$ cat src/rtl/xi_bus_frontend.sv
// XI host-side front end: synchronises async host strobes/address/data, sequences accesses,
// produces single-cycle write/read pulses, burst sub-address, data-bus enable and error flag.
module xi_bus_frontend #(
    parameter int unsigned XA_BITS     = 3,
    parameter int unsigned DW          = 8,
    parameter int unsigned XSUBA_MAX   = 7,
    parameter int unsigned SYNC_STAGES = 2
) (
    input  logic                           clk,
    input  logic                           rst,
    input  logic                           xi_wr_n,
    input  logic                           xi_rd_n,
    input  logic [XA_BITS-1:0]             xi_a,
    input  logic [DW-1:0]                  xi_d,
    output logic                           p_wr,
    output logic [XA_BITS-1:0]             p_wa,
    output logic [2**XA_BITS-1:0]          p_wsel,
    output logic [DW-1:0]                  p_d,
    output logic                           p_rd_start,
    output logic                           p_rd_finished,
    output logic [XA_BITS-1:0]             p_ra,
    output logic [$clog2(XSUBA_MAX+1)-1:0] p_rd_suba,
    output logic                           xi_d_oe,
    output logic                           p_err
);

    localparam int unsigned SubaW    = $clog2(XSUBA_MAX + 1);
    localparam int unsigned NumSel   = 2 ** XA_BITS;
    localparam int unsigned FlushCnt = SYNC_STAGES + 1;
    localparam int unsigned CntW     = $clog2(FlushCnt + 1);

    localparam logic [SubaW-1:0] SubaMax  = SubaW'(XSUBA_MAX);
    localparam logic [SubaW-1:0] SubaOne  = SubaW'(1);
    localparam logic [CntW-1:0]  FlushVal = CntW'(FlushCnt);
    localparam logic [CntW-1:0]  CntOne   = CntW'(1);

    typedef enum logic [1:0] {
        StArm,
        StIdle,
        StWr,
        StRd
    } state_e;

    // Synchroniser chains, all the same depth so strobes, address and data stay aligned
    logic [SYNC_STAGES-1:0] wr_sync_q;
    logic [SYNC_STAGES-1:0] rd_sync_q;
    logic [XA_BITS-1:0]     a_sync_q [SYNC_STAGES];
    logic [DW-1:0]          d_sync_q [SYNC_STAGES];

    always_ff @(posedge clk) begin
        if (rst) begin
            wr_sync_q <= '1;
            rd_sync_q <= '1;
            for (int i = 0; i < SYNC_STAGES; i++) begin
                a_sync_q[i] <= '0;
                d_sync_q[i] <= '0;
            end
        end else begin
            wr_sync_q   <= {wr_sync_q[SYNC_STAGES-2:0], xi_wr_n};
            rd_sync_q   <= {rd_sync_q[SYNC_STAGES-2:0], xi_rd_n};
            a_sync_q[0] <= xi_a;
            d_sync_q[0] <= xi_d;
            for (int i = 1; i < SYNC_STAGES; i++) begin
                a_sync_q[i] <= a_sync_q[i-1];
                d_sync_q[i] <= d_sync_q[i-1];
            end
        end
    end

    // Edge-detect stage: cur is the synced level, prev is one cycle older
    logic               wr_cur_q, wr_prev_q, rd_cur_q, rd_prev_q;
    logic [XA_BITS-1:0] a_cur_q;
    logic [DW-1:0]      d_cur_q;

    always_ff @(posedge clk) begin
        if (rst) begin
            wr_cur_q  <= 1'b1;
            wr_prev_q <= 1'b1;
            rd_cur_q  <= 1'b1;
            rd_prev_q <= 1'b1;
            a_cur_q   <= '0;
            d_cur_q   <= '0;
        end else begin
            wr_cur_q  <= wr_sync_q[SYNC_STAGES-1];
            wr_prev_q <= wr_cur_q;
            rd_cur_q  <= rd_sync_q[SYNC_STAGES-1];
            rd_prev_q <= rd_cur_q;
            a_cur_q   <= a_sync_q[SYNC_STAGES-1];
            d_cur_q   <= d_sync_q[SYNC_STAGES-1];
        end
    end

    logic wr_fall, rd_fall;
    assign wr_fall = wr_prev_q & ~wr_cur_q;
    assign rd_fall = rd_prev_q & ~rd_cur_q;

    state_e              state_q, state_d;
    logic [CntW-1:0]     arm_cnt_q, arm_cnt_d;
    logic                wr_q, wr_d;
    logic [XA_BITS-1:0]  wa_q, wa_d;
    logic [NumSel-1:0]   wsel_q, wsel_d;
    logic [DW-1:0]       wdata_q, wdata_d;
    logic                rd_start_q, rd_start_d;
    logic                rd_fin_q, rd_fin_d;
    logic [XA_BITS-1:0]  ra_q, ra_d;
    logic [SubaW-1:0]    suba_q, suba_d;
    logic                oe_q, oe_d;
    logic                err_q, err_d;

    always_ff @(posedge clk) begin
        if (rst) begin
            state_q    <= StArm;
            arm_cnt_q  <= '0;
            wr_q       <= 1'b0;
            wa_q       <= '0;
            wsel_q     <= '0;
            wdata_q    <= '0;
            rd_start_q <= 1'b0;
            rd_fin_q   <= 1'b0;
            ra_q       <= '0;
            suba_q     <= '0;
            oe_q       <= 1'b0;
            err_q      <= 1'b0;
        end else begin
            state_q    <= state_d;
            arm_cnt_q  <= arm_cnt_d;
            wr_q       <= wr_d;
            wa_q       <= wa_d;
            wsel_q     <= wsel_d;
            wdata_q    <= wdata_d;
            rd_start_q <= rd_start_d;
            rd_fin_q   <= rd_fin_d;
            ra_q       <= ra_d;
            suba_q     <= suba_d;
            oe_q       <= oe_d;
            err_q      <= err_d;
        end
    end

    always_comb begin
        state_d    = state_q;
        arm_cnt_d  = arm_cnt_q;
        wr_d       = 1'b0;
        wa_d       = wa_q;
        wsel_d     = '0;
        wdata_d    = wdata_q;
        rd_start_d = 1'b0;
        rd_fin_d   = 1'b0;
        ra_d       = ra_q;
        suba_d     = suba_q;
        oe_d       = oe_q;
        err_d      = err_q;

        // Sub-address advances the cycle after the finish pulse
        if (rd_fin_q) begin
            suba_d = (suba_q == SubaMax) ? '0 : suba_q + SubaOne;
        end

        unique case (state_q)
            StArm: begin
                // Wait for the sync chain to flush its reset values before trusting the levels
                if (arm_cnt_q != FlushVal) begin
                    arm_cnt_d = arm_cnt_q + CntOne;
                end else if (wr_cur_q && rd_cur_q) begin
                    state_d = StIdle;
                end
            end
            StIdle: begin
                if (wr_fall && rd_cur_q) begin
                    wr_d          = 1'b1;
                    wa_d          = a_cur_q;
                    wsel_d[a_cur_q] = 1'b1;
                    wdata_d       = d_cur_q;
                    suba_d        = '0;
                    state_d       = StWr;
                end else if (rd_fall && wr_cur_q) begin
                    ra_d       = a_cur_q;
                    rd_start_d = 1'b1;
                    oe_d       = 1'b1;
                    state_d    = StRd;
                end else if (wr_fall || rd_fall) begin
                    err_d   = 1'b1;
                    state_d = StArm;
                end
            end
            StWr: begin
                if (rd_fall) begin
                    err_d = 1'b1;
                end
                if (wr_cur_q) begin
                    state_d = StIdle;
                end
            end
            StRd: begin
                if (wr_fall) begin
                    err_d = 1'b1;
                end
                if (rd_cur_q) begin
                    rd_fin_d = 1'b1;
                    oe_d     = 1'b0;
                    state_d  = StIdle;
                end
            end
            default: state_d = StArm;
        endcase
    end

    assign p_wr          = wr_q;
    assign p_wa          = wa_q;
    assign p_wsel        = wsel_q;
    assign p_d           = wdata_q;
    assign p_rd_start    = rd_start_q;
    assign p_rd_finished = rd_fin_q;
    assign p_ra          = ra_q;
    assign p_rd_suba     = suba_q;
    assign xi_d_oe       = oe_q;
    assign p_err         = err_q;

endmodule

$ cat config.mk
export PLATFORM = sky130hd
export DESIGN_NAME = xi_bus_frontend
export DESIGN_NICKNAME = d
export VERILOG_FILES = /design/src/rtl/xi_bus_frontend.sv
export SDC_FILE = /design/constraint.sdc
export NUM_CORES = 1
export LEC_CHECK = 0
export CORE_ASPECT_RATIO = 1.1
export CORE_UTILIZATION = 54
export CTS_CLUSTER_SIZE = 12
export DETAILED_ROUTE_END_ITERATION = 10
export PLACE_DENSITY = 0.78
export SLEW_MARGIN = 20
export SYNTH_ARGS = -nofsm -noshare
export SYNTH_HDL_FRONTEND = slang
export SYNTH_SLANG_ARGS = --single-unit
$ cat constraint.sdc
create_clock -name clk -period 2.3 [get_ports clk]
set_input_delay 0.46 -clock clk [delete_from_list [all_inputs] [get_ports clk]]
set_output_delay 0.46 -clock clk [all_outputs]
set_load 0.05 [all_outputs]
==> flow_summary.json, run 1 <==
{
  "status": "complete, no violations",
  "leakage_nw": 1.22,
  "synth_area_per_cell_um2": 11.7,
  "dieHeight_um": 71.7,
  "synth_area_mm2": 0.00238,
  "cap_viol_max_count": 0,
  "pwr-share-clk_pct": 41.7,
  "clock-root-buffer": "clkbuf_8",
  "yosysWarnings": 0,
  "fmax_mhz": 485,
  "layout_min_cycle_time_ns": 2.06,
  "hold_class": "flop to flop",
  "synthTopCellsByCount": "dfxtp_1, nor2b_1, a22o_1",
  "postCtsSetupBuffers": 0,
  "path_clk_slew_ns": 0.07,
  "cts_tree": "built",
  "htreeDepth": 3,
  "cp-end-kind": "output pin",
  "initial_utilization_pct": 58.3,
  "cts_buffer_depth": 2,
  "drive_gt1_share_pct": 13.7,
  "die_area_mm2": 0.00468,
  "cp_slowest_cell": "clkdlybuf4s50_1",
  "yosysUniqueCellTypes": 40,
  "critical_path_required_ns": 1.84,
  "hold_path_depth": 1,
  "max_stage_delay_ns": 0.84,
  "io_buffers": 44,
  "drtPass1Iterations": 3,
  "pwr-share-comb_pct": 5.9,
  "cts_resized": 0,
  "synth.area.top_cells": "dfxtp_1, nor2b_1, a22o_1",
  "synth_cells": 204,
  "area_growth_syn_to_layout_pct": 28.2,
  "ctsHoldBuffers": 0,
  "grt-ovfl-total": 0,
  "crit_buf_inv": 1,
  "startpoint_type": "flop",
  "cp_num_cells": 1,
  "vdd_drop_max_mv": 0.717,
  "path_class": "flop to output pin",
  "core_mm2": 0.00408,
  "synth_top_area_share_pct": 63.0,
  "critPathMaxFanout": 5,
  "fin_skew_ns": 0.00544,
  "sw_frac_of_total_pct": 20.3,
  "track_usage_pct": 17.1,
  "fin_util_pct": 74.8,
  "yosys.cell_count.top_type": "dfxtp_1",
  "setup_viol": 0,
  "p_switching_w": 0.000533,
  "rsz0062_at_grt": "false",
  "grt_max_degree": 34,
  "slew-limit-headroom_pct": 66.1,
  "cts_sinks": 75,
  "viasPerCell": 4.76,
  "hold_viol_final": 0,
  "fin_setup_tns_ns": 0,
  "wirelength_mm": 3.48,
  "antenna_cells": 0,
  "drv_slew": 0,
  "grt_pass1_vias": 1309,
  "synth_edf_count": 0,
  "dpl.hpwl_mm": 2.31,
  "tightest_slew_ns": 0.507,
  "crit_arrival_ns": 1.60,
  "intPower_w": 0.00210,
  "seqPwrFrac_pct": 52.4,
  "setup_ws_ns": 0.239,
  "gp_congestion": 0.702,
  "reg2reg_depth": 3,
  "clk_latency_ns": 0.34,
  "grt_first_pass_wirelength_mm": 5.74,
  "path_cells": "clkdlybuf4s50_1",
  "seq_area_frac_synth_pct": 63.0,
  "wl_per_cell_um": 11.3,
  "path_delay_family": "buffers and inverters",
  "drc": 0,
  "ant_nets": 0,
  "finalNetCount": 269,
  "powerDensity_mw_per_mm2": 861,
  "vias": 1467,
  "pre_cts_ws_ns": 0.596,
  "ys_seq_elements": 75,
  "r2r_slack_ns": 0.89,
  "syn-num-nets": 222,
  "cts_buffers": 9,
  "core.rowCount": 24,
  "ioPinCount": 45,
  "synthArstFlopShare_pct": 0,
  "drt-initial-drc-count": 47,
  "synth.largest_area_cell": "dfxtp_1",
  "die_x_um": 65.3,
  "grt_antenna_before_repair": 0,
  "ys.flop_type": "dfxtp_1",
  "finalCritPeriodShare_pct": 89.6
}
==> power groups by stage <==
stage                     Sequential [W]  Clock [W]  Combinational [W]
after floorplan                  0.00139          0           0.000124
after CTS                        0.00138    0.00112           0.000158
after global placement           0.00140          0           0.000148
after global routing             0.00138    0.00117           0.000173
final                            0.00138    0.00110           0.000156
after detailed placement         0.00141          0           0.000152
==> metal layers <==
metal	part of all wire (%)	routed length (µm)	track usage, %	vias to the layer above
met5	0	0	0	-
met4	3.0	104	11.6	0
met3	4.7	162	7.17	11
met2	47	1650	27.4	39
met1	45	1560	18.3	640
li1	-	-	-	777
==> placed cells by master, fill, tap and decap left out, types with 2 or more instances in the layout <==
cell and count:
mux2i_1 3, nand4_1 2, a22o_1 11, ha_1 3
clkinv_2 3, nor2_1 8, o21ai_0 3, bufinv_16 2
o21a_1 2, a21oi_1 4, nor3_1 5, a31oi_1 2
and2b_1 2, or2_2 8, clkdlybuf4s50_1 43, nand2b_1 3
clkbuf_8 11, nand2_1 3, nand3_1 2, nor2b_1 37
nor3b_1 2, inv_1 3, dfxtp_1 75
==> kinds of logic (layout without fill, tap and decap cells) <==
group	after synthesis	count (layout)	share of synthesized area (%)
AOI/OAI and AO/OA	27	27	8.77
xor gates and xnor gates	1	1	0.368
buffers and inverters	13	65	3.41
muxes	3	3	1.26
and+or+nand+nor	82	82	21.6
adders and majority gates	3	3	1.58
DFF	75	75	63.0
==> registers in the layout, summed over array words and instances (netlist names), 2 cells and up <==
signal	cells
p_wsel	8
d_sync_q	16
d_cur_q	8
arm_cnt_q	2
state_q	2
p_d	8
wr_sync_q	2
a_cur_q	3
rd_sync_q	2
p_rd_suba	3
p_ra	3
a_sync_q	6
p_wa	3
==> layout make-up <==
cell class | count | area [µm²]
flip-flops and latches | 75 | 1500
fillers | 307 | 1030
multi-input cells | 116 | 800
repair buffers | 45 | 443
clock buffers | 11 | 151
clock inverters | 5 | 75.1
well taps | 52 | 65.1
inverters | 4 | 17.5
==> final timing paths <==
| check | startpoint | to |
|---|---|---|
| max | p_rd_finished$_SDFF_PP0_ | p_rd_finished |
| min | wr_sync_q[1]$_SDFF_PP1_ | wr_cur_q$_SDFF_PP1_ |
| max reg2reg | state_q[1]$_SDFFE_PP0P_ | p_d[0]$_SDFFE_PP0P_ |
| min reg2reg | wr_sync_q[1]$_SDFF_PP1_ | wr_cur_q$_SDFF_PP1_ |
==> through the flow <==
stage | power, W | instances | hold WS, ns | instance area [µm²]
2_1_floorplan | 0.00152 | 204 | 0.389 | 2380
4_1_cts | 0.00265 | 308 | 0.412 | 3050
3_3_place_gp | 0.00155 | 292 | 0.394 | 2830
3_5_place_dp | 0.00156 | 292 | 0.396 | 2830
6_report | 0.00263 | 308 | 0.414 | 3050
5_1_grt | 0.00273 | 308 | 0.427 | 3050
Power figures use the tool's default switching activity.
==> inputs of run 2 (changes only) <==
--- a/config.mk
+++ b/config.mk
@@ -5,12 +5,12 @@
 export SDC_FILE = /design/constraint.sdc
 export NUM_CORES = 1
 export LEC_CHECK = 0
+export CAP_MARGIN = 0
 export CORE_ASPECT_RATIO = 1.1
 export CORE_UTILIZATION = 54
 export CTS_CLUSTER_SIZE = 12
 export DETAILED_ROUTE_END_ITERATION = 10
 export PLACE_DENSITY = 0.78
-export SLEW_MARGIN = 20
 export SYNTH_ARGS = -nofsm -noshare
 export SYNTH_HDL_FRONTEND = slang
 export SYNTH_SLANG_ARGS = --single-unit
==> results of run 2 <==
No change in the layout: final DEF, timing and power equal those of run 1.
